==> config.mk <==
export PLATFORM = sky130hd
export DESIGN_NAME = f2c_dma_writer_flat
export DESIGN_NICKNAME = d
export VERILOG_FILES = /design/src/rtl/f2c_dma_writer_pkg.sv /design/src/rtl/f2c_dma_writer_if.sv /design/src/rtl/f2c_dma_writer.sv /design/src/flat_wrapper.sv
export SDC_FILE = /design/constraint.sdc
export NUM_CORES = 1
export LEC_CHECK = 0
export CORE_MARGIN = 4
export CORE_UTILIZATION = 45
export DETAILED_ROUTE_END_ITERATION = 8
export PLACE_DENSITY_LB_ADDON = 0.15
export SYNTH_ARGS = -nofsm -noshare
export SYNTH_HDL_FRONTEND = slang
export SYNTH_SLANG_ARGS = --single-unit
==> constraint.sdc <==
create_clock -name pcieClk_in -period 7.79 [get_ports pcieClk_in]
set_input_delay 2.337 -clock pcieClk_in [delete_from_list [all_inputs] [get_ports pcieClk_in]]
set_output_delay 2.337 -clock pcieClk_in [all_outputs]
set_load 0.1 [all_outputs]
==> src/rtl/f2c_dma_writer_pkg.sv <==
// rtl/f2c_dma_writer_pkg.sv - shared constants, FSM state type and MWr TLP header helpers for the F2C DMA writer
package f2c_dma_writer_pkg;

  localparam int F2C_CHUNKSIZE_NBITS = 9;
  localparam int F2C_NUMCHUNKS_NBITS = 3;
  localparam int F2C_MAXPAY_NBITS    = 7;

  typedef logic [63:0] uint64;
  typedef logic [F2C_NUMCHUNKS_NBITS-1:0] CBPtr;

  typedef enum logic [1:0] {
    H3DW_NODATA   = 2'b00,
    H4DW_NODATA   = 2'b01,
    H3DW_WITHDATA = 2'b10,
    H4DW_WITHDATA = 2'b11
  } TlpFmt;

  typedef enum logic [2:0] {
    S_IDLE, S_HDR0, S_HDR1, S_DATA, S_WAIT, S_MTR0, S_MTR1, S_MTR2
  } F2cState;

  // QW0 of an MWr: DW0 in the low half, DW1 (reqID/tag/BEs) in the high half
  function automatic uint64 genDmaWrite0(logic [15:0] reqID, logic [9:0] dwCount,
                                         TlpFmt fmt, logic [3:0] lastBE);
    return {reqID, 8'h00, lastBE, 4'hF, 1'b0, fmt, 5'b00000, 14'h0000, dwCount};
  endfunction

  function automatic uint64 genDmaWrite1_64(uint64 addr);
    return {addr[31:0], addr[63:32]};
  endfunction

  function automatic TlpFmt fmtFor(uint64 addr);
    return (addr[63:32] != 32'h0) ? H4DW_WITHDATA : H3DW_WITHDATA;
  endfunction

  function automatic uint64 genDmaHdr1(uint64 addr);
    return (addr[63:32] != 32'h0) ? genDmaWrite1_64(addr) : {32'h0, addr[31:0]};
  endfunction

  // Generic over pointer width so the top can be parametrised independently
  function automatic logic isFull(logic [15:0] wr, logic [15:0] rd, int nbits);
    logic [15:0] mask;
    mask = 16'((32'd1 << nbits) - 32'd1);
    return ((wr + 16'd1) & mask) == (rd & mask);
  endfunction

endpackage

==> src/rtl/f2c_dma_writer_if.sv <==
// rtl/f2c_dma_writer_if.sv - 64-bit TX stream towards the tlp_xcvr arbiter
interface f2c_dma_writer_if;
  logic [63:0] txData;
  logic        txValid;
  logic        txReady;
  logic        txSOP;
  logic        txEOP;

  modport master (output txData, txValid, txSOP, txEOP, input txReady);
  modport slave  (input txData, txValid, txSOP, txEOP, output txReady);
endinterface

==> src/rtl/f2c_dma_writer.sv <==
// rtl/f2c_dma_writer.sv - F2C FIFO to host circular buffer DMA engine emitting posted MWr TLPs
// F2C_MTR_UPDATE_EN adds a 1-DW pointer write to mtrBase_in after every chunk.
module f2c_dma_writer
  import f2c_dma_writer_pkg::*;
#(
  parameter int CHUNKSIZE_NBITS = F2C_CHUNKSIZE_NBITS,
  parameter int NUMCHUNKS_NBITS = F2C_NUMCHUNKS_NBITS,
  parameter int MAXPAY_NBITS    = F2C_MAXPAY_NBITS
) (
  input  logic                         pcieClk_in,
  input  logic                         pcieRst_n_in,
  input  logic [15:0]                  cfgBusID_in,
  input  logic                         dmaEnable_in,
  input  logic [63:0]                  f2cBase_in,
  input  logic [NUMCHUNKS_NBITS-1:0]   f2cRdPtr_in,
  output logic [NUMCHUNKS_NBITS-1:0]   f2cWrPtr_out,
  input  logic [63:0]                  f2cData_in,
  input  logic [CHUNKSIZE_NBITS-3:0]   f2cLevel_in,
  output logic                         f2cRead_out,
`ifdef F2C_MTR_UPDATE_EN
  input  logic [63:0]                  mtrBase_in,
`endif
  output logic                         busy_out,
  f2c_dma_writer_if.master             tx
);

  localparam int P      = 2 ** (MAXPAY_NBITS - 3);
  localparam int BEAT_W = (MAXPAY_NBITS > 3) ? MAXPAY_NBITS - 3 : 1;
  localparam int OFF_W  = (CHUNKSIZE_NBITS > MAXPAY_NBITS) ? CHUNKSIZE_NBITS - MAXPAY_NBITS : 1;
  localparam int TLPS   = 2 ** (CHUNKSIZE_NBITS - MAXPAY_NBITS);
  localparam int LVL_PW = CHUNKSIZE_NBITS - 1;

  localparam logic [BEAT_W-1:0] LAST_BEAT = BEAT_W'(P - 1);
  localparam logic [OFF_W-1:0]  LAST_OFF  = OFF_W'(TLPS - 1);
  localparam logic [LVL_PW-1:0] LVL_P     = LVL_PW'(P);
  localparam logic [9:0]        DW_COUNT  = 10'(2 * P);
  localparam logic [63:0]       TLP_BYTES = 64'(P * 8);

  F2cState                      r_state;
  logic [NUMCHUNKS_NBITS-1:0]   r_wr_ptr;
  logic [OFF_W-1:0]             r_offset;
  logic [BEAT_W-1:0]            r_beat;
  logic [63:0]                  r_addr;
  logic [63:0]                  r_hdr;
  logic                         r_valid;
  logic                         r_sop;
  logic                         r_eop;
  logic                         r_busy;

  logic [63:0] w_chunk_addr;
  logic [63:0] w_next_addr;
  logic        w_full;
  logic        w_lvl_ge_p;
  logic        w_lvl_gt_p;
  logic        w_start;

  assign w_chunk_addr = f2cBase_in + (64'(r_wr_ptr) << CHUNKSIZE_NBITS);
  assign w_next_addr  = r_addr + TLP_BYTES;
  assign w_full       = isFull(16'(r_wr_ptr), 16'(f2cRdPtr_in), NUMCHUNKS_NBITS);
  assign w_lvl_ge_p   = ({1'b0, f2cLevel_in} >= LVL_P);
  // Level still counts the head being popped on the last data beat
  assign w_lvl_gt_p   = ({1'b0, f2cLevel_in} > LVL_P);
  assign w_start      = dmaEnable_in && w_lvl_ge_p && !w_full;

  // Payload comes straight from the show-ahead FIFO head; pop only on accepted beats
  assign tx.txData    = (r_state == S_DATA) ? f2cData_in : r_hdr;
  assign tx.txValid   = r_valid;
  assign tx.txSOP     = r_sop;
  assign tx.txEOP     = r_eop;
  assign f2cRead_out  = (r_state == S_DATA) && tx.txReady;
  assign f2cWrPtr_out = r_wr_ptr;
  assign busy_out     = r_busy;

  always_ff @(posedge pcieClk_in or negedge pcieRst_n_in) begin
    if (!pcieRst_n_in) begin
      r_state  <= S_IDLE;
      r_wr_ptr <= '0;
      r_offset <= '0;
      r_beat   <= '0;
      r_addr   <= '0;
      r_hdr    <= '0;
      r_valid  <= 1'b0;
      r_sop    <= 1'b0;
      r_eop    <= 1'b0;
      r_busy   <= 1'b0;
    end else begin
      case (r_state)
        S_IDLE: begin
          if (w_start) begin
            r_addr   <= w_chunk_addr;
            r_offset <= '0;
            r_hdr    <= genDmaWrite0(cfgBusID_in, DW_COUNT, fmtFor(w_chunk_addr), 4'hF);
            r_valid  <= 1'b1;
            r_sop    <= 1'b1;
            r_eop    <= 1'b0;
            r_busy   <= 1'b1;
            r_state  <= S_HDR0;
          end
        end
        S_HDR0: begin
          if (tx.txReady) begin
            r_hdr   <= genDmaHdr1(r_addr);
            r_sop   <= 1'b0;
            r_state <= S_HDR1;
          end
        end
        S_HDR1: begin
          if (tx.txReady) begin
            r_beat  <= '0;
            r_eop   <= (P == 1);
            r_state <= S_DATA;
          end
        end
        S_DATA: begin
          if (tx.txReady) begin
            if (r_beat == LAST_BEAT) begin
              r_eop <= 1'b0;
              if (r_offset == LAST_OFF) begin
                r_wr_ptr <= r_wr_ptr + 1'b1;
`ifdef F2C_MTR_UPDATE_EN
                r_addr   <= mtrBase_in;
                r_hdr    <= genDmaWrite0(cfgBusID_in, 10'd1, fmtFor(mtrBase_in), 4'h0);
                r_sop    <= 1'b1;
                r_state  <= S_MTR0;
`else
                r_valid  <= 1'b0;
                r_busy   <= 1'b0;
                r_state  <= S_IDLE;
`endif
              end else begin
                r_offset <= r_offset + 1'b1;
                r_addr   <= w_next_addr;
                if (w_lvl_gt_p) begin
                  r_hdr   <= genDmaWrite0(cfgBusID_in, DW_COUNT, fmtFor(w_next_addr), 4'hF);
                  r_sop   <= 1'b1;
                  r_state <= S_HDR0;
                end else begin
                  r_valid <= 1'b0;
                  r_state <= S_WAIT;
                end
              end
            end else begin
              r_beat <= r_beat + 1'b1;
              r_eop  <= ((r_beat + BEAT_W'(1)) == LAST_BEAT);
            end
          end
        end
        // Mid-chunk: enable and fullness are deliberately not re-checked
        S_WAIT: begin
          if (w_lvl_ge_p) begin
            r_hdr   <= genDmaWrite0(cfgBusID_in, DW_COUNT, fmtFor(r_addr), 4'hF);
            r_valid <= 1'b1;
            r_sop   <= 1'b1;
            r_state <= S_HDR0;
          end
        end
`ifdef F2C_MTR_UPDATE_EN
        S_MTR0: begin
          if (tx.txReady) begin
            r_hdr   <= genDmaHdr1(r_addr);
            r_sop   <= 1'b0;
            r_state <= S_MTR1;
          end
        end
        S_MTR1: begin
          if (tx.txReady) begin
            r_hdr   <= {32'(r_wr_ptr), 32'h0};
            r_eop   <= 1'b1;
            r_state <= S_MTR2;
          end
        end
        S_MTR2: begin
          if (tx.txReady) begin
            r_valid <= 1'b0;
            r_eop   <= 1'b0;
            r_busy  <= 1'b0;
            r_state <= S_IDLE;
          end
        end
`endif
        default: r_state <= S_IDLE;
      endcase
    end
  end

endmodule
==> src/flat_wrapper.sv <==
// flat-port wrapper written by rule: the top's interface ports become plain ports
module f2c_dma_writer_flat import f2c_dma_writer_pkg::*;
#(
  parameter int CHUNKSIZE_NBITS = F2C_CHUNKSIZE_NBITS,
  parameter int NUMCHUNKS_NBITS = F2C_NUMCHUNKS_NBITS,
  parameter int MAXPAY_NBITS    = F2C_MAXPAY_NBITS
)
  (pcieClk_in, pcieRst_n_in, cfgBusID_in, dmaEnable_in, f2cBase_in, f2cRdPtr_in, f2cWrPtr_out, f2cData_in, f2cLevel_in, f2cRead_out, busy_out, tx_txData, tx_txValid, tx_txSOP, tx_txEOP, tx_txReady);
  f2c_dma_writer_if tx_i ();
  input  logic pcieClk_in;
  input  logic pcieRst_n_in;
  input  logic [15:0] cfgBusID_in;
  input  logic dmaEnable_in;
  input  logic [63:0] f2cBase_in;
  input  logic [NUMCHUNKS_NBITS-1:0] f2cRdPtr_in;
  output logic [NUMCHUNKS_NBITS-1:0] f2cWrPtr_out;
  input  logic [63:0] f2cData_in;
  input  logic [CHUNKSIZE_NBITS-3:0] f2cLevel_in;
  output logic f2cRead_out;
  output logic busy_out;
  output wire logic [$bits(tx_i.txData)-1:0] tx_txData;
  output wire logic [$bits(tx_i.txValid)-1:0] tx_txValid;
  output wire logic [$bits(tx_i.txSOP)-1:0] tx_txSOP;
  output wire logic [$bits(tx_i.txEOP)-1:0] tx_txEOP;
  input wire logic [$bits(tx_i.txReady)-1:0] tx_txReady;
  assign tx_txData = tx_i.txData;
  assign tx_txValid = tx_i.txValid;
  assign tx_txSOP = tx_i.txSOP;
  assign tx_txEOP = tx_i.txEOP;
  assign tx_i.txReady = tx_txReady;
  f2c_dma_writer #(.CHUNKSIZE_NBITS(CHUNKSIZE_NBITS), .NUMCHUNKS_NBITS(NUMCHUNKS_NBITS), .MAXPAY_NBITS(MAXPAY_NBITS)) u_core (.pcieClk_in(pcieClk_in), .pcieRst_n_in(pcieRst_n_in), .cfgBusID_in(cfgBusID_in), .dmaEnable_in(dmaEnable_in), .f2cBase_in(f2cBase_in), .f2cRdPtr_in(f2cRdPtr_in), .f2cWrPtr_out(f2cWrPtr_out), .f2cData_in(f2cData_in), .f2cLevel_in(f2cLevel_in), .f2cRead_out(f2cRead_out), .busy_out(busy_out), .tx(tx_i));
endmodule
Word level (Yosys, flattened, before mapping)
Index checks and enable logic that the tools add are counted.
{"block": "word_totals", "register_bits": 144, "latch_bits": 0, "ramBits": 0, "romBits": 0, "out_inout_bits": 72, "word_cells": 115, "mem_count": 0}
{"block": "op_classes", "n_addsub": 6, "multipliers": 0, "n_div": 0, "n_lt_le_gt_ge": 2, "eq_ne": 19, "n_shift": 0, "muxes": 57, "bitwise_logic": 0, "n_reduce_logical": 21}
{"cell": "64-bit two-way mux", "count": 13}
{"cell": "64-bit case mux with 4 select lines", "count": 1}
{"cell": "64-bit case mux with 2 select lines", "count": 1}
{"cell": "32-bit nonzero test", "count": 3}
{"cell": "64-bit by 12-bit adder with 64-bit output", "count": 1}
{"cell": "64-bit by 8-bit adder with 64-bit output (second input constant)", "count": 1}
{"cell": "3-bit two-way mux", "count": 8}
{"cell": "1-bit two-way mux", "count": 20}
{"cell": "3-bit case mux with 5 select lines", "count": 1}
{"cell": "2-bit inequality test (second input constant)", "count": 7}
{"cell": "4-bit two-way mux", "count": 3}
{"cell": "4-bit AND reduction", "count": 3}
{"cell": "6-bit AND reduction", "count": 2}
{"cell": "5-bit AND reduction", "count": 2}
{"cell": "4-bit equality test (second input constant)", "count": 2}
{"cell": "2-bit two-way mux", "count": 4}
{"cell": "4-bit case mux with 2 select lines", "count": 1}
{"cell": "8-bit AND reduction", "count": 1}
{"cell": "7-bit by 5-bit greater-or-equal comparator with 1-bit output (second input constant)", "count": 1}
{"cell": "7-bit by 5-bit > comparator with 1-bit output (second input constant)", "count": 1}
{"cell": "3-bit by 1-bit adder with 3-bit output (second input constant)", "count": 2}
{"cell": "3-bit by 2-bit equality test with 1-bit output (second input constant)", "count": 2}
{"cell": "2-bit by 1-bit inequality test with 1-bit output (second input constant)", "count": 3}
{"cell": "1-bit case mux with 3 select lines", "count": 2}
{"cell": "other kinds (16)", "count": 20}

Depth between registers and ports, before layout
Gate-level depths: netlist of the first run.
{"block": "depth", "depth_word": 8, "ltp_mapped": 11, "ltp_nobuf": 10}

Worst setup path after synthesis of the first run
No wires, ideal clock.
{"block": "synth_timing", "path_type": "input-to-output", "start": "in tx_txReady", "end": "out f2cRead_out", "t_arrival_ns": 3.423, "t_required_ns": 5.453, "setup_slack_ns": 2.030, "stages": 2, "path_buffers": 1, "path_cell_list": "clkbuf_1 -> and3_1"}
{"block": "synth_between", "elab_chain_len": 1}
{"item": "from (decl)", "line_no": "flat_wrapper.sv:25", "text": "input wire logic [$bits(tx_i.txReady)-1:0] tx_txReady;"}
{"item": "1-bit logical AND", "line_no": "f2c_dma_writer.sv:70", "text": "assign f2cRead_out = (r_state == S_DATA) && tx.txReady;"}
{"item": "to (decl)", "line_no": "flat_wrapper.sv:19", "text": "output logic f2cRead_out;"}
Every way passes these cells.

Worst setup path after layout of the first run
{"block": "layout_timing", "start": "in f2cData_in[11]", "end": "out tx_txData[11]"}
{"block": "layout_between", "elab_chain_len": 1}
{"item": "from (decl)", "line_no": "flat_wrapper.sv:17", "text": "input logic [63:0] f2cData_in;"}
{"item": "64-bit two-way mux", "line_no": "f2c_dma_writer.sv:66", "text": "assign tx.txData = (r_state == S_DATA) ? f2cData_in : r_hdr;"}
{"item": "to (decl)", "line_no": "flat_wrapper.sv:21", "text": "output wire logic [$bits(tx_i.txData)-1:0] tx_txData;"}
Every way passes these cells.

==> impl_results.md, run 1 <==
* Status: complete, no violations
* Crit-path max FO at 1
* Max frequency at between 150 and 200 MHz
* Total power at 6.25 mW
* Min-delay src: u_core.r_hdr[42]
* Setup-failing EPs final at 0
* Commonest non-fill, non-tap cell in the layout: nand2_1
* Avg WL per Cell at roughly 19 um
* Count of input and output buffers at roughly 230
* Skew-Pair Late Insertion Delay at 430 ps
* Initial Util at between 40 and 50%
* Clock sink count at approximately 140
* Crit path capture type: primary output
* Clock transition at the registers of the reported paths at roughly 60 ps
* CTS buffer count at 17
* Max-cap violation count at 0
* Worst-Margin Slew at approximately 1100 ps
* Number of synthesized flops with an enable pin at 0
* Cts repair resizes at 0
* Commonest cells after routing, fill and taps aside: nand2_1, clkdlybuf4s50_1, dfrtp_1, a21oi_1, o21ai_0
* DRC viols at 0
* Post-synthesis register bit count at 144
* Layout cells sized above 1 at under 10%
* Top FF cell, synth: dfrtp_1
* Critical Path Max Stage Delay at 1130 ps
* Post-synth net total at between 1.5k and 2k
* CTS hold repair buffers at 0
* GRT Total Usage at 27.8%
* CP max-delay cell: clkdlybuf4s50_1
* Warnings from Yosys at 0
* VDD IR max at between 0.3 and 0.4 mV
* Final worst path period need at 6440 ps
* PwrDens at 460 mW/mm^2
* CP required at around 5500 ps
* Lkg Pwr at approximately 5.7 nW
* Vias in the first global route at about 11k
* Sequential area share after synthesis at 33.7%
* Avg Cell Area, Syn at just over 7 um^2
* Core area at roughly 0.023 mm^2
* Slew margin rel. at 29.3%
* Antenna viol nets, final at 0
* Clock tree root driver cell: clkbuf_16
* GPL Wtd Cong at a little under 1
* CP Launch Point: f2cData_in[11]
* Fin crit share at between 80% and 90%
* Antenna cells at 0
* Initial antenna violation count at 0
* First-pass GRT wire length at slightly below 60 mm
* Critical path arrival at about 4100 ps
* Synth cell types at 65
* Vias at 11.4k
* Hold Crit Class: reg -> reg
* RSZ-0062 raised after global routing: false
* Via density per instance at ~5.8
* Reg-to-reg critical path startpoint: u_core.r_addr[23]
* Row count at between 50 and 60
* HPWL Detailed at ~28 mm
* TritonCTS clock tree: done
* Post-Syn Instances at 1,483
* Setup_tns at 0 ps
* GR Overflow Total at 0
* Clk_skew at ~10 ps
* Setup Buffers After CTS at 0
* Initial drt markers at 990
* Crit path kind: in -> out
* Final Hold Viols at 0
* Detailed Routing Iterations Pass 1 at 5
* Clock tree buffer depth at 2
* Critical path's top delay family: buffers and inverters
* Mapped cell area at between 0.01 and 0.015 mm^2
* # H-tree levels at 4
* Area grow syn2layout at 27.1%
* CP Launch Type: input pin
* CP Buf/Inv Count at 2
* Critical Path, Cell by Cell: clkdlybuf4s50_1 > nand2_1 > nand2_1 > clkdlybuf4s50_1
* WL final at 37.7 mm
* Pin count of the biggest net entering global routing at ~110
* Die span in x at 162 um
* Slew Limit Fails at 0
* NumNets Final at roughly 1.8k
* Fraction of registers with async set/reset at 100%
* DIE AREA at between 0.02 and 0.03 mm^2
* Final core occ at ~58%
* Ports at 230
* Die Y at roughly 160 um
## synth_stat cells, types with 4 or more instances
cell / count / area share, %
o31ai_1: 9 / 0.63
nor2_1: 79 / 2.8
and4_1: 18 / 1.5
nor2b_1: 4 / 0.23
and3_1: 42 / 2.5
nand4_1: 43 / 2.5
xor2_1: 36 / 2.9
mux2_2: 12 / 1.3
clkbuf_1: 98 / 3.4
nor4_1: 34 / 2.0
or4_1: 8 / 0.56
a31oi_1: 6 / 0.35
nand2_1: 392 / 14
o22ai_1: 16 / 0.94
a21oi_1: 121 / 5.7
or3_1: 11 / 0.64
a21o_1: 13 / 0.91
dfrtp_1: 144 / 34
nor3_1: 28 / 1.3
buf_2: 5 / 0.23
inv_1: 13 / 0.46
buf_1: 16 / 0.56
and2_1: 25 / 1.5
nand3_1: 69 / 3.2
or2_2: 5 / 0.29
o21ai_0: 109 / 5.1
ha_1: 8 / 0.94
xnor2_1: 57 / 4.7
## flip-flops by register name, summed over array words and instances (netlist names)
signal / cells
u_core.r_addr: 64
u_core.r_hdr: 64
u_core.r_beat: 4
u_core.f2cWrPtr_out: 3
u_core.r_state: 3
u_core.r_offset: 2
u_core.busy_out: 1
u_core.tx.txEOP: 1
u_core.tx.txSOP: 1
u_core.tx.txValid: 1
## worst min-delay path: cells and delay by family (launching register included)
family	cells	cell delay [ps]
DFF	1	340
and+or+nand+nor	2	100
## report_power, final
| group | internal (mW) | leakage (nW) | total (mW) | switching [mW] |
|---|---|---|---|---|
| Sequential | 1.08 | 1.77 | 1.63 | 0.549 |
| Combinational | 0.995 | 3.65 | 3.80 | 2.80 |
| Clock | 0.507 | 0.278 | 0.831 | 0.323 |
| Total | 2.58 | 5.70 | 6.25 | 3.67 |
## logic make-up after synthesis
family / count (synthesis) / share of synthesized area (%)
muxes: 15 / 1.54
adders and majority gates: 9 / 1.12
and+or+nand+nor: 780 / 34.8
xor gates and xnor gates: 94 / 7.83
DFF: 144 / 33.7
AOI/OAI and AO/OA: 307 / 16.2
buffers and inverters: 134 / 4.84
## final cells by class
type | instances | area [um^2]
multi-input cells | 1205 | 6610
repair buffers | 239 | 2370
inverters | 13 | 48.8
clock buffers | 20 | 447
well taps | 319 | 399
clock inverters | 10 | 136
fillers | 2272 | 9800
flip-flops and latches | 144 | 3600
## path summary, 6_finish.rpt
kind	end	slack [ps]	cells after the start
max in group asynchronous	u_core.r_addr[9]	4510	2
max	tx_txData[11]	1350	4
min	u_core.r_hdr[42]	470	2
max reg2reg	u_core.r_hdr[29]	4010	8
min in group asynchronous	u_core.r_beat[1]	1990	1
min reg2reg	u_core.r_hdr[42]	470	2
## per-layer routing
| layer | GRT usage [%] | up-vias | share of wire, % |
|---|---|---|---|
| li1 | - | 5449 | - |
| met1 | 38.7 | 5359 | 44 |
| met2 | 42.9 | 504 | 44 |
| met3 | 5.40 | 70 | 8.0 |
| met4 | 10.8 | 0 | 3.5 |
| met5 | 0 | - | 0 |
## metrics by stage
step | setup WS (ps) | area (um^2) | hold slack [ps] | std cells
2_1_floorplan | 2030 | 10700 | 439 | 1483
3_3_place_gp | 1340 | 13000 | 455 | 1920
3_5_place_dp | 1330 | 13000 | 456 | 1920
4_1_cts | 1330 | 13600 | 470 | 1950
5_1_grt | 1290 | 13600 | 494 | 1950
6_report | 1350 | 13600 | 466 | 1950
(Power assumes the default switching activity.)
==> run 2, diff against run 1 <==
Clock period 7.79 ns to 6.05 ns, I/O delays scaled along.
==> impl_results.md, run 2 (synthesis gave the netlist of run 1 again) <==
* Top Registers: u_core.r_addr: 64 flops, u_core.r_hdr: 64 flops, u_core.r_beat: 4 flops (unchanged)
* DIE AREA at 0.0263 mm^2 (unchanged)
* Skew-Pair Late Insertion Delay at 430 ps (about the same)
* NumNets Final at 1,791 (was 1,787)
* Hold Crit Class: reg -> reg (unchanged)
* Detailed Routing Iterations Pass 1 at 6 (was 5)
* Die span in x at 162 um (unchanged)
* Slew Limit Fails at 0 (unchanged)
* GPL Wtd Cong at 0.983 (was 0.963)
* WL final at 38.6 mm (was 37.7 mm)
* Critical path arrival at 3030 ps (was 4100 ps)
* Total power at 8.00 mW (was 6.25 mW)
* Non-Filler Instances at 1,957 (was 1,950)
* Pin count of the biggest net entering global routing at 105 (unchanged)
* Dpl ws at 885 ps (was 1330 ps)
* Register-to-Register Path Depth at 8 (unchanged)
* Cts repair resizes at 0 (unchanged)
* Row count at 56 (unchanged)
* Placed cell count at 1,924 (was 1,920)
* Commonest non-fill, non-tap cell in the layout: nand2_1 (unchanged)
* Final Hold Viols at 0 (unchanged)
* Initial antenna violation count at 0 (unchanged)
* Crit path kind: in -> out (unchanged)
* Setup-failing EPs final at 0 (unchanged)
* Max-cap violation count at 0 (unchanged)
* Antenna viol nets, final at 0 (unchanged)
* CTS hold repair buffers at 0 (unchanged)
* PwrDens at 593 mW/mm^2 (was 460 mW/mm^2)
* # H-tree levels at 4 (unchanged)
* CTS buffer count at 17 (unchanged)
* Max frequency at just over 200 MHz
* VDD IR max at 0.408 mV (was 0.346 mV)
* CP Launch Type: input pin (unchanged)
* Crit-path max FO at 9 (was 1)
* Clock tree root driver cell: clkbuf_16 (unchanged)
* Layout cells sized above 1 at 8.80% (was 4.48%)
* Hold slack final at 466 ps (about the same)
* Final worst path period need at 4840 ps
* Avg WL per Cell at 19.7 um (was 19.4 um)
* Hold path depth at 2 (unchanged)
* Met2 Use GR at 44.2% (was 42.9%)
* Clock tree buffer depth at 2 (unchanged)
* Final core occ at 57.7% (was 58.1%)
* Clock transition at the registers of the reported paths at 60 ps (about the same)
* GR Overflow Total at 0 (unchanged)
* Lkg Pwr at 5.81 nW (was 5.70 nW)
* Clock sink count at 144 (unchanged)
* Via density per instance at 5.76 (was 5.84)
* Slew margin rel. at 34.0% (was 29.3%)
* Commonest cells after routing, fill and taps aside: nand2_1, clkdlybuf4s50_1, dfrtp_1, a21oi_1, o21ai_0 (unchanged)
* Ports at 230 (unchanged)
* Vias in the first global route at 10.4k (was 10.5k)
* CP required at 4240 ps (was 5450 ps)
* HPWL Detailed at 29.1 mm (was 27.8 mm)
* Initial drt markers at 1,183 (was 990)
* Met3 Usage GRT at 3.96% (was 5.40%)
* Clk_skew at 12.8 ps (was 10.0 ps)
* Die Y at 162 um (unchanged)
* GRT Total Usage at 28.8% (was 27.8%)
* Fillers at 2,313 (was 2,272)
* Met1 global-route usage at 41.5% (was 38.7%)
* Fin crit share at approximately 80%
* Vias at 11.3k (was 11.4k)
* TritonCTS clock tree: done (unchanged)
* Count of input and output buffers at 229 (unchanged)
* Setup_tns at 0 ps (unchanged)
* Grt peak-use layer: met2 (unchanged)
* R2R setup slack at 2220 ps (was 4010 ps)
* Core area at 0.0234 mm^2 (unchanged)
* Initial Util at 45.7% (unchanged)
* DRC viols at 0 (unchanged)
* Post-route cell area at 0.0135 mm^2 (was 0.0136 mm^2)
* Worst-Margin Slew at 987 ps (was 1060 ps)
* Status: complete, no violations (unchanged)
* CP max-delay cell: clkdlybuf4s50_1 (unchanged)
* Setup WS post-layout at 1210 ps (was 1350 ps)
* Crit path capture type: primary output (unchanged)
* DP Area at 0.0129 mm^2 (was 0.0130 mm^2)
* Setup Buffers After CTS at 0 (unchanged)
* Area grow syn2layout at 26.1% (was 27.1%)
* RSZ-0062 raised after global routing: false (unchanged)
* First-pass GRT wire length at 60.2 mm (was 58.3 mm)
* Critical Path Max Stage Delay at 630 ps (was 1130 ps)
* Critical Path, Cell by Cell: clkdlybuf4s50_1 > and3_1 > buf_4 (was clkdlybuf4s50_1 > nand2_1 > nand2_1 > clkdlybuf4s50_1)
[run 2: cell count changes in the layout (fill, tap and decap cells not counted)]
cell             delta
buf_12              +1
clkinv_4            +4
clkinvlp_4          +1
clkinv_2            -2
clkdlybuf4s50_1    -64
inv_6               +1
clkbuf_1            -1
clkbuf_8            -1
bufinv_16           -1
diode_2             +1
buf_4              +67
inv_8               +1
[run 2: final timing paths]
kind                                     to              start
max                             f2cRead_out         tx_txReady
min                        u_core.r_hdr[16]   u_core.r_hdr[16]
max reg2reg                u_core.r_hdr[29]  u_core.r_addr[23]
min reg2reg                u_core.r_hdr[16]   u_core.r_hdr[16]
max in group asynchronous  u_core.r_hdr[53]       pcieRst_n_in
min in group asynchronous  u_core.r_hdr[28]       pcieRst_n_in
[run 2: layer usage]
layer,part of all wire (%),routed length [um]
met1,44,17100
met2,44,17100
met3,7.8,3020
met4,3.6,1400
met5,0,0
[run 2: cell type report]
type / instances / area, um^2 / share of cell area, %
Sequential cell: 144 / 3600 / 26.7
Tap cell: 319 / 399 / 2.96
Antenna cell: 1 / 2.50 / 0.0185
Clock inverter: 14 / 159 / 1.18
Inverter: 13 / 48.8 / 0.362
Timing Repair Buffer: 243 / 2250 / 16.7
Clock buffer: 18 / 429 / 3.18
Multi-Input combinational cell: 1205 / 6610 / 48.9
[run 2: worst max-delay path: cells and delay by family]
kind,cells,cell delay (ps)
AND/OR/NAND/NOR,1,270
buffers and inverters,2,940
[run 2: power by group]
group | total, mW | internal (mW) | switching, mW | leakage [nW]
Clock | 1.06 | 0.614 | 0.448 | 0.275
Combinational | 4.83 | 1.21 | 3.62 | 3.76
Sequential | 2.10 | 1.39 | 0.718 | 1.77
==> run 3, diff against run 2 <==
Clock period 6.05 ns to 4.8 ns, I/O delays scaled along.
==> impl_results.md, run 3 (synthesis gave the netlist of run 1 again) <==
* Clock tree root driver cell: clkbuf_16 (unchanged)
* Initial Util at 45.7% (unchanged)
* R2R setup slack at 990 ps (was 2220 ps)
* CP Launch Type: input pin (unchanged)
* Initial drt markers at 909 (was 1,183)
* Setup Buffers After CTS at 0 (unchanged)
* Ports at 230 (unchanged)
* CP required at 5110 ps (was 4240 ps)
* Crit-path max FO at 7 (was 9)
* DIE AREA at 0.0263 mm^2 (unchanged)
* Max frequency at approximately 230 MHz
* Clock sink count at 144 (unchanged)
* Setup_tns at 0 ps (unchanged)
* Fillers at 2,292 (was 2,313)
* Commonest cells after routing, fill and taps aside: nand2_1, clkdlybuf4s50_1, dfrtp_1, a21oi_1, o21ai_0 (unchanged)
* WL final at 39.1 mm (was 38.6 mm)
* Detailed Routing Iterations Pass 1 at 6 (unchanged)
* Fin crit share at about nine tenths
* Critical path arrival at 4660 ps (was 3030 ps)
* Area grow syn2layout at 28.1% (was 26.1%)
* PwrDens at 747 mW/mm^2 (was 593 mW/mm^2)
* Core area at 0.0234 mm^2 (unchanged)
* Clock tree buffer depth at 2 (unchanged)
* Clk_skew at 14.6 ps (was 12.8 ps)
* Dpl ws at 42.3 ps (was 885 ps)
* Die span in x at 162 um (unchanged)
* Row count at 56 (unchanged)
* Top Registers: u_core.r_addr: 64 flops, u_core.r_hdr: 64 flops, u_core.r_beat: 4 flops (unchanged)
* Setup WS post-layout at 456 ps (was 1210 ps)
* Cts repair resizes at 0 (unchanged)
* TritonCTS clock tree: done (unchanged)
* Antenna cells at 0 (was 1)
* Slew margin rel. at 27.5% (was 34.0%)
* Critical Path, Cell by Cell: clkdlybuf4s50_1 > ha_1 > fa_1 > a21oi_1 > nor3_1 > nand2_1 > nor3_1 > nand3_1 > xnor2_1 > o21ai_0 > a21oi_1 (was clkdlybuf4s50_1 > and3_1 > buf_4)
* GPL Wtd Cong at 1.02 (was 0.983)
* CP max-delay cell: nor3_1 (was clkdlybuf4s50_1)
* Slew Limit Fails at 0 (unchanged)
* Initial antenna violation count at 0 (unchanged)
* CTS hold repair buffers at 0 (unchanged)
* Die Y at 162 um (unchanged)
* DP Area at 0.0131 mm^2 (was 0.0129 mm^2)
* CTS buffer count at 17 (unchanged)
* Crit path capture type: flop (was primary output)
* Hold Crit Class: reg -> reg (unchanged)
* Post-route cell area at 0.0137 mm^2 (was 0.0135 mm^2)
* # H-tree levels at 4 (unchanged)
* Via density per instance at 5.82 (was 5.76)
* Layout cells sized above 1 at 9.46% (was 8.80%)
* HPWL Detailed at 29.3 mm (was 29.1 mm)
* Avg WL per Cell at 19.8 um (was 19.7 um)
* Lkg Pwr at 5.93 nW (was 5.81 nW)
* Clock transition at the registers of the reported paths at 70 ps (was 60 ps)
* Max-cap violation count at 0 (unchanged)
* Vias at 11.4k (was 11.3k)
* Status: complete, no violations (unchanged)
* Count of input and output buffers at 229 (unchanged)
* Commonest non-fill, non-tap cell in the layout: nand2_1 (unchanged)
* NumNets Final at 1,804 (was 1,791)
* GR Overflow Total at 0 (unchanged)
* DRC viols at 0 (unchanged)
* Vias in the first global route at 10.8k (was 10.4k)
* Crit path kind: in -> reg (was in -> out)
* Final worst path period need at about 4300 ps
* Worst-Margin Slew at 1080 ps (was 987 ps)
* Final Hold Viols at 0 (unchanged)
* Final core occ at 58.6% (was 57.7%)
* VDD IR max at 0.613 mV (was 0.408 mV)
* Skew-Pair Late Insertion Delay at 430 ps (about the same)
* Antenna viol nets, final at 0 (unchanged)
* RSZ-0062 raised after global routing: false (unchanged)
* Pin count of the biggest net entering global routing at 103 (was 105)
* GRT Total Usage at 29.3% (was 28.8%)
* First-pass GRT wire length at 61.0 mm (was 60.2 mm)
* Setup-failing EPs final at 0 (unchanged)
* Total power at 10.2 mW (was 8.00 mW)
* Critical Path Max Stage Delay at 880 ps (was 630 ps)
-- run 3: cell count changes in the layout (fill, tap and decap cells not counted), sizes merged --
| cell | change |
|---|---|
| bufinv | +3 |
| diode | -1 |
| clkinvlp | -3 |
| inv | -2 |
| buf | +13 |
| clkbuf | +1 |
-- run 3: path summary, 6_finish.rpt --
path                                   start                end  cells after the start
hold / removal              u_core.r_hdr[46]   u_core.r_hdr[46]                      2
setup / recovery               f2cBase_in[9]  u_core.r_addr[31]                     11
setup reg to reg           u_core.r_addr[23]   u_core.r_hdr[29]                      8
hold reg to reg             u_core.r_hdr[46]   u_core.r_hdr[46]                      2
min in group asynchronous       pcieRst_n_in   u_core.r_beat[1]                      1
max in group asynchronous       pcieRst_n_in  u_core.r_addr[40]                      2
-- run 3: layer usage --
layer	track usage (%)	wire length (um)
met5	0	0
met4	14.0	1840
met3	5.73	3270
met2	43.5	16900
met1	41.2	17100
-- run 3: final cells by class --
class / instances / area [um^2] / area share [%]
sequential: 144 / 3600 / 26.3
tap: 319 / 399 / 2.91
inverter: 13 / 48.8 / 0.356
clock inverter: 12 / 209 / 1.52
multi-input combinational: 1205 / 6610 / 48.2
timing repair buffer: 256 / 2400 / 17.5
clock buffer: 19 / 443 / 3.23
-- run 3: through the flow --
stage               hold WS, ps  cells
detailed placement          455   1937
finish                      469   1968
floorplan                   439   1483
CTS                         469   1968
global placement            452   1937
global route                483   1968
-- run 3: power by group --
part	internal, mW	switching, mW
Combinational	1.55	4.60
Clock	0.939	0.549
Sequential	1.75	0.848
Total	4.24	5.99
-- run 3: critical path: cells and delay by family --
family | cells | cell delay (ps)
and+or+nand+nor | 4 | 1740
AOI/OAI and AO/OA | 3 | 440
buffers and inverters | 1 | 460
xor gates and xnor gates | 1 | 140
adders and majority gates | 2 | 430
==> variant 1 (flow settings as in run 2) <==
Make the reset (`pcieRst_n_in`) synchronous in one clocked block.
--- a/src/rtl/f2c_dma_writer.sv
+++ b/src/rtl/f2c_dma_writer.sv
@@ -71,7 +71,7 @@
   assign f2cWrPtr_out = r_wr_ptr;
   assign busy_out     = r_busy;
 
-  always_ff @(posedge pcieClk_in or negedge pcieRst_n_in) begin
+  always_ff @(posedge pcieClk_in) begin
     if (!pcieRst_n_in) begin
       r_state  <= S_IDLE;
       r_wr_ptr <= '0;
Check against the original RTL: differs if pcieRst_n_in is asserted again (counterexample within 4 cycles, from zero or initial values and one cycle with pcieRst_n_in low); with pcieRst_n_in held inactive, the same outputs for 4 cycles.
==> variant 1 against run 2 <==
Maximum frequency fell by 2.0%; sequential share of layout area fell by 4.8 points; clock skew fell by 0.0012 ns; worst setup slack got worse by 0.097 ns; sequential cell count did not move; via count rose by 4.5%; area after synthesis fell by 2.4%; routed wire length fell by 2.8%; cell area fell by 2.4%; synthesized cell count rose by 4.0%.
Power is not compared: it rests on default switching activity, and its combinational part moved more than twofold at a synthesized area within 25%.
==> variant 1: results (changes against run 2) <==
{
  "timing.clock.skew": {"value": 0.0116, "unit": "ns", "change": "was 0.0128 ns"},
  "detail_route.vias_per_cell": {"value": 5.98, "change": "was 5.76"},
  "track_usage": {"value": 28.4, "unit": "%", "change": "was 28.8%"},
  "hold-path-endpoint": {"value": "u_core.r_offset[1]", "change": "was u_core.r_hdr[16]"},
  "worst_hold_slack": {"value": 0.461, "unit": "ns", "change": "was 0.466 ns"},
  "synth_fp_nets": {"value": 1710, "change": "was 1650"},
  "routedWlPerCell": {"value": 19.1, "unit": "µm", "change": "was 19.7 µm"},
  "dp.cells": {"value": 1940, "change": "was 1924"},
  "startpoint_of_the_most_critical_register_to_register_path": {"value": "u_core.r_addr[27]", "change": "was u_core.r_addr[23]"},
  "crit_arrival": {"value": 3.12, "unit": "ns", "change": "was 3.03 ns"},
  "asyncSetResetFlopFracSynth": {"value": 0, "unit": "%", "change": "was 100%"},
  "critPathMaxFanout": {"value": 11, "change": "was 9"},
  "final.fill_count": {"value": 2191, "change": "was 2313"},
  "finish.net_count": {"value": 1841, "change": "was 1791"},
  "place_hpwl": {"value": 28000, "unit": "µm", "change": "was 29100 µm"},
  "timing.hold.worst.start": {"value": "u_core.r_offset[1]", "change": "was u_core.r_hdr[16]"},
  "run_status": {"value": "finished, final reports clean", "change": "unchanged"},
  "instances_no_fill": {"value": 1972, "change": "was 1957"},
  "detailedRoute.firstIterationViolations": {"value": 1243, "change": "was 1183"},
  "r2r-end": {"value": "u_core.r_hdr[29]", "change": "unchanged"},
  "synth_seq_area_share": {"value": 27.6, "unit": "%", "change": "was 33.7%"},
  "yosysUniqueCellTypes": {"value": 75, "change": "was 65"},
  "final_layout_size_suffix_gt1_share": {"value": 8.42, "unit": "%", "change": "was 8.80%"},
  "dp_worst_setup_slack": {"value": 0.889, "unit": "ns", "change": "was 0.885 ns"},
  "routabilityCongestion": {"value": 0.983, "change": "about the same"},
  "synth_top_cells_by_area": {"value": "dfxtp_1 28%, nand2_1 10%, a21oi_1 7.6%, nor2_1 5.8%, nor3_1 3.7%", "change": "was dfrtp_1 34%, nand2_1 14%, a21oi_1 5.7%, o21ai_0 5.1%, xnor2_1 4.7%"},
  "netlist_instances": {"value": 1543, "change": "was 1483"},
  "finalWorstPathRequiredPeriod": {"value": 4.94, "unit": "ns", "change": "was 4.84 ns"},
  "largest_net_degree_at_the_start_of_global_routing": {"value": 85, "change": "was 105"}
}
variant 1: cell types whose count changed in the layout (fill, tap and decap cells not counted), moves of 16 or more:
cell,run 2,this run
dfrtp_1,144,0
dfxtp_1,0,144
nand2_1,391,289
nor2_1,77,161
nor3_1,28,76
o21ai_0,109,69
a21oi_1,121,158
a211oi_1,2,21
and3_1,42,25
a222oi_1,0,16
variant 1: area by class of cell:
class                           instances  area, µm²  area share, %
Multi-Input combinational cell       1239       6930           52.6
Sequential cell                       144       2880           21.9
Timing Repair Buffer                  250       2310           17.6
Clock buffer                           21        450           3.42
Tap cell                              285        357           2.71
Clock inverter                         11        151           1.15
Inverter                               22       83.8          0.637
variant 1: worst max-delay path: stages:
cell,delay [ns]
clkdlybuf4s50_1,0.74
nand2_1,0.13
inv_1,0.13
buf_4,0.30
variant 1: power by group through the flow:
stage | sequential [mW] | clock, mW | combinational, mW
2_1_floorplan | 1.26 | 0 | 1.41
3_3_place_gp | 1.44 | 0 | 1.82
3_5_place_dp | 1.44 | 0 | 1.83
4_1_cts | 1.42 | 1.09 | 1.84
6_report | 1.44 | 1.09 | 1.85
5_1_grt | 1.46 | 1.14 | 1.99
variant 1: kinds of logic (layout without fill, tap and decap cells):
logic type                 Yosys count  in the layout  share of synthesized area, %
and+or+nand+nor                    782            782                          35.9
DFF                                144            144                          27.6
AOI/OAI and AO/OA                  353            353                          20.7
adders and majority gates            9              9                          1.15
muxes                               11             11                          1.07
xor gates and xnor gates            84             84                          7.19
buffers and inverters              160            304                          6.35
variant 1: layer usage:
metal / vias up / track usage [%] / share of wire, %
met1: 5327 / 40.8 / 45
met2: 585 / 41.8 / 42
met3: 81 / 5.54 / 9.7
li1: 5795 / - / -
met5: - / 0 / 0
met4: 0 / 11.3 / 3.4
==> variant 2 (settings of run 2) <==
Made on the original files. Set the package constant `F2C_MAXPAY_NBITS` to 14 (it was 7).
--- a/src/rtl/f2c_dma_writer_pkg.sv
+++ b/src/rtl/f2c_dma_writer_pkg.sv
@@ -3,7 +3,7 @@
 
   localparam int F2C_CHUNKSIZE_NBITS = 9;
   localparam int F2C_NUMCHUNKS_NBITS = 3;
-  localparam int F2C_MAXPAY_NBITS    = 7;
+  localparam int F2C_MAXPAY_NBITS    = 14;
 
   typedef logic [63:0] uint64;
   typedef logic [F2C_NUMCHUNKS_NBITS-1:0] CBPtr;
Check against the original RTL: not equivalent (Yosys sat finds a counterexample within 4 cycles, from zero or initial values and one cycle with pcieRst_n_in low).
==> variant 2 against run 2 <==
Routed wire length shrank 0.44%; area after synthesis grew 1.8%; largest power group unchanged; synthesized cell count grew 0.81%; sequential share of layout area grew 0.64 points; sequential cell count grew 6; register-to-register slack lost 0.07 ns; maximum frequency shrank 0.99%; total power shrank 32%; cell area grew 1.7%; worst setup slack lost 0.048 ns; worst hold slack gained 0.0046 ns; critical path depth grew 1; core utilization grew 0.47 points.
==> variant 2: results (changes against run 2) <==
{
  "synth_top_cells_by_area": {"value": "dfrtp_1 34%, nand2_1 13%, a21oi_1 4.9%, xnor2_1 4.3%, o21ai_0 3.9%", "change": "was dfrtp_1 34%, nand2_1 14%, a21oi_1 5.7%, o21ai_0 5.1%, xnor2_1 4.7%"},
  "hold-path-endpoint": {"value": "u_core.r_hdr[23]", "change": "was u_core.r_hdr[16]"},
  "synth_commonest_cells": {"value": "380 x nand2_1, 150 x dfrtp_1, 110 x clkbuf_1", "change": "was 392 x nand2_1, 144 x dfrtp_1, 121 x a21oi_1"},
  "synthesized_area_fraction_occupied_by_ao_oa_aoi_and_oai_cells": {"value": 17.4, "unit": "%", "change": "was 16.2%"},
  "detail_route.vias_per_cell": {"value": 5.97, "change": "was 5.76"},
  "first_global_vias": {"value": 11044, "change": "was 10431"},
  "run_status": {"value": "finished, final reports clean", "change": "unchanged"},
  "placedInstanceArea": {"value": 0.0131, "unit": "mm²", "change": "was 0.0129 mm²"},
  "antenna-diode-count": {"value": 0, "change": "was 1"},
  "finish.net_count": {"value": 1801, "change": "was 1791"},
  "use_met2": {"value": 43.8, "unit": "%", "change": "was 44.2%"},
  "largest_net_degree_at_the_start_of_global_routing": {"value": 93, "change": "was 105"},
  "critPathMaxStageDelay": {"value": 0.67, "unit": "ns", "change": "was 0.63 ns"},
  "place_hpwl": {"value": 28600, "unit": "µm", "change": "was 29100 µm"},
  "routabilityCongestion": {"value": 0.993, "change": "was 0.983"},
  "startpoint_of_the_most_critical_register_to_register_path": {"value": "u_core.r_addr[22]", "change": "was u_core.r_addr[23]"},
  "final_layout_size_suffix_gt1_share": {"value": 8.51, "unit": "%", "change": "was 8.80%"},
  "seq-power": {"value": 1.88, "unit": "mW", "change": "was 2.10 mW"},
  "grt_use_met3": {"value": 4.97, "unit": "%", "change": "was 3.96%"},
  "timing.hold.worst.start": {"value": "u_core.r_hdr[23]", "change": "was u_core.r_hdr[16]"},
  "synth_fp_nets": {"value": 1661, "change": "was 1650"},
  "grt.met1_usage": {"value": 40.5, "unit": "%", "change": "was 41.5%"},
  "post_synth_xor_area_fraction": {"value": 6.51, "unit": "%", "change": "was 7.83%"},
  "synth_adder_area_share": {"value": 0.988, "unit": "%", "change": "was 1.12%"},
  "r2r_setup_slack": {"value": 2.15, "unit": "ns", "change": "was 2.22 ns"}
}
[variant 2: changes by cell type in the layout (fill, tap and decap cells not counted), sizes merged, moves of 11 or more]
cell	before	now
and2	26	10
a21o	13	24
o21ai	110	85
nand4	43	54
nand2	392	380
nand3	70	82
a21oi	121	107
nor2	80	96
[variant 2: how the worst max path moves through the flow]
| stage | start | endpoint | slack (ns) | depth (start not counted) |
|---|---|---|---|---|
| final | tx_txReady | f2cRead_out | 1.16 | 4 |
| after global routing | f2cBase_in[9] | u_core.r_hdr[29] | 1.02 | 11 |
| after global placement | f2cBase_in[9] | u_core.r_hdr[29] | 0.93 | 11 |
| after detailed placement | f2cBase_in[9] | u_core.r_hdr[29] | 0.80 | 11 |
| after CTS | tx_txReady | f2cRead_out | 1.16 | 4 |
| after floorplan | tx_txReady | f2cRead_out | 0.88 | 3 |
[variant 2: tightest hold or removal path, cell delays in order (launching register included)]
cell and delay (ns):
dfrtp_1 0.34, nand2_1 0.05, nand2_1 0.05
[variant 2: routing by layer]
metal	part of all wire (%)	wire length, µm	vias to the layer above
met5	0	0	-
met4	2.6	1010	0
met3	8.6	3300	67
met2	44	16800	583
met1	45	17300	5515
li1	-	-	5557
[variant 2: metrics by stage]
stage          setup WS [ns]  utilization (%)  instances
2_1_floorplan          0.875                -       1495
3_3_place_gp           0.932             55.6       1935
3_5_place_dp           0.796             55.6       1935
4_1_cts                 1.16             58.1       1965
5_1_grt                 1.02             58.1       1965
6_report                1.16             58.1       1965
[variant 2: cell type report]
cell class,instances,area [µm²]
Tap cell,319,399
Multi-Input combinational cell,1208,6660
Timing Repair Buffer,244,2260
Clock inverter,12,169
Clock buffer,18,439
Sequential cell,150,3750
Inverter,14,52.6
Fill cell,2287,9880
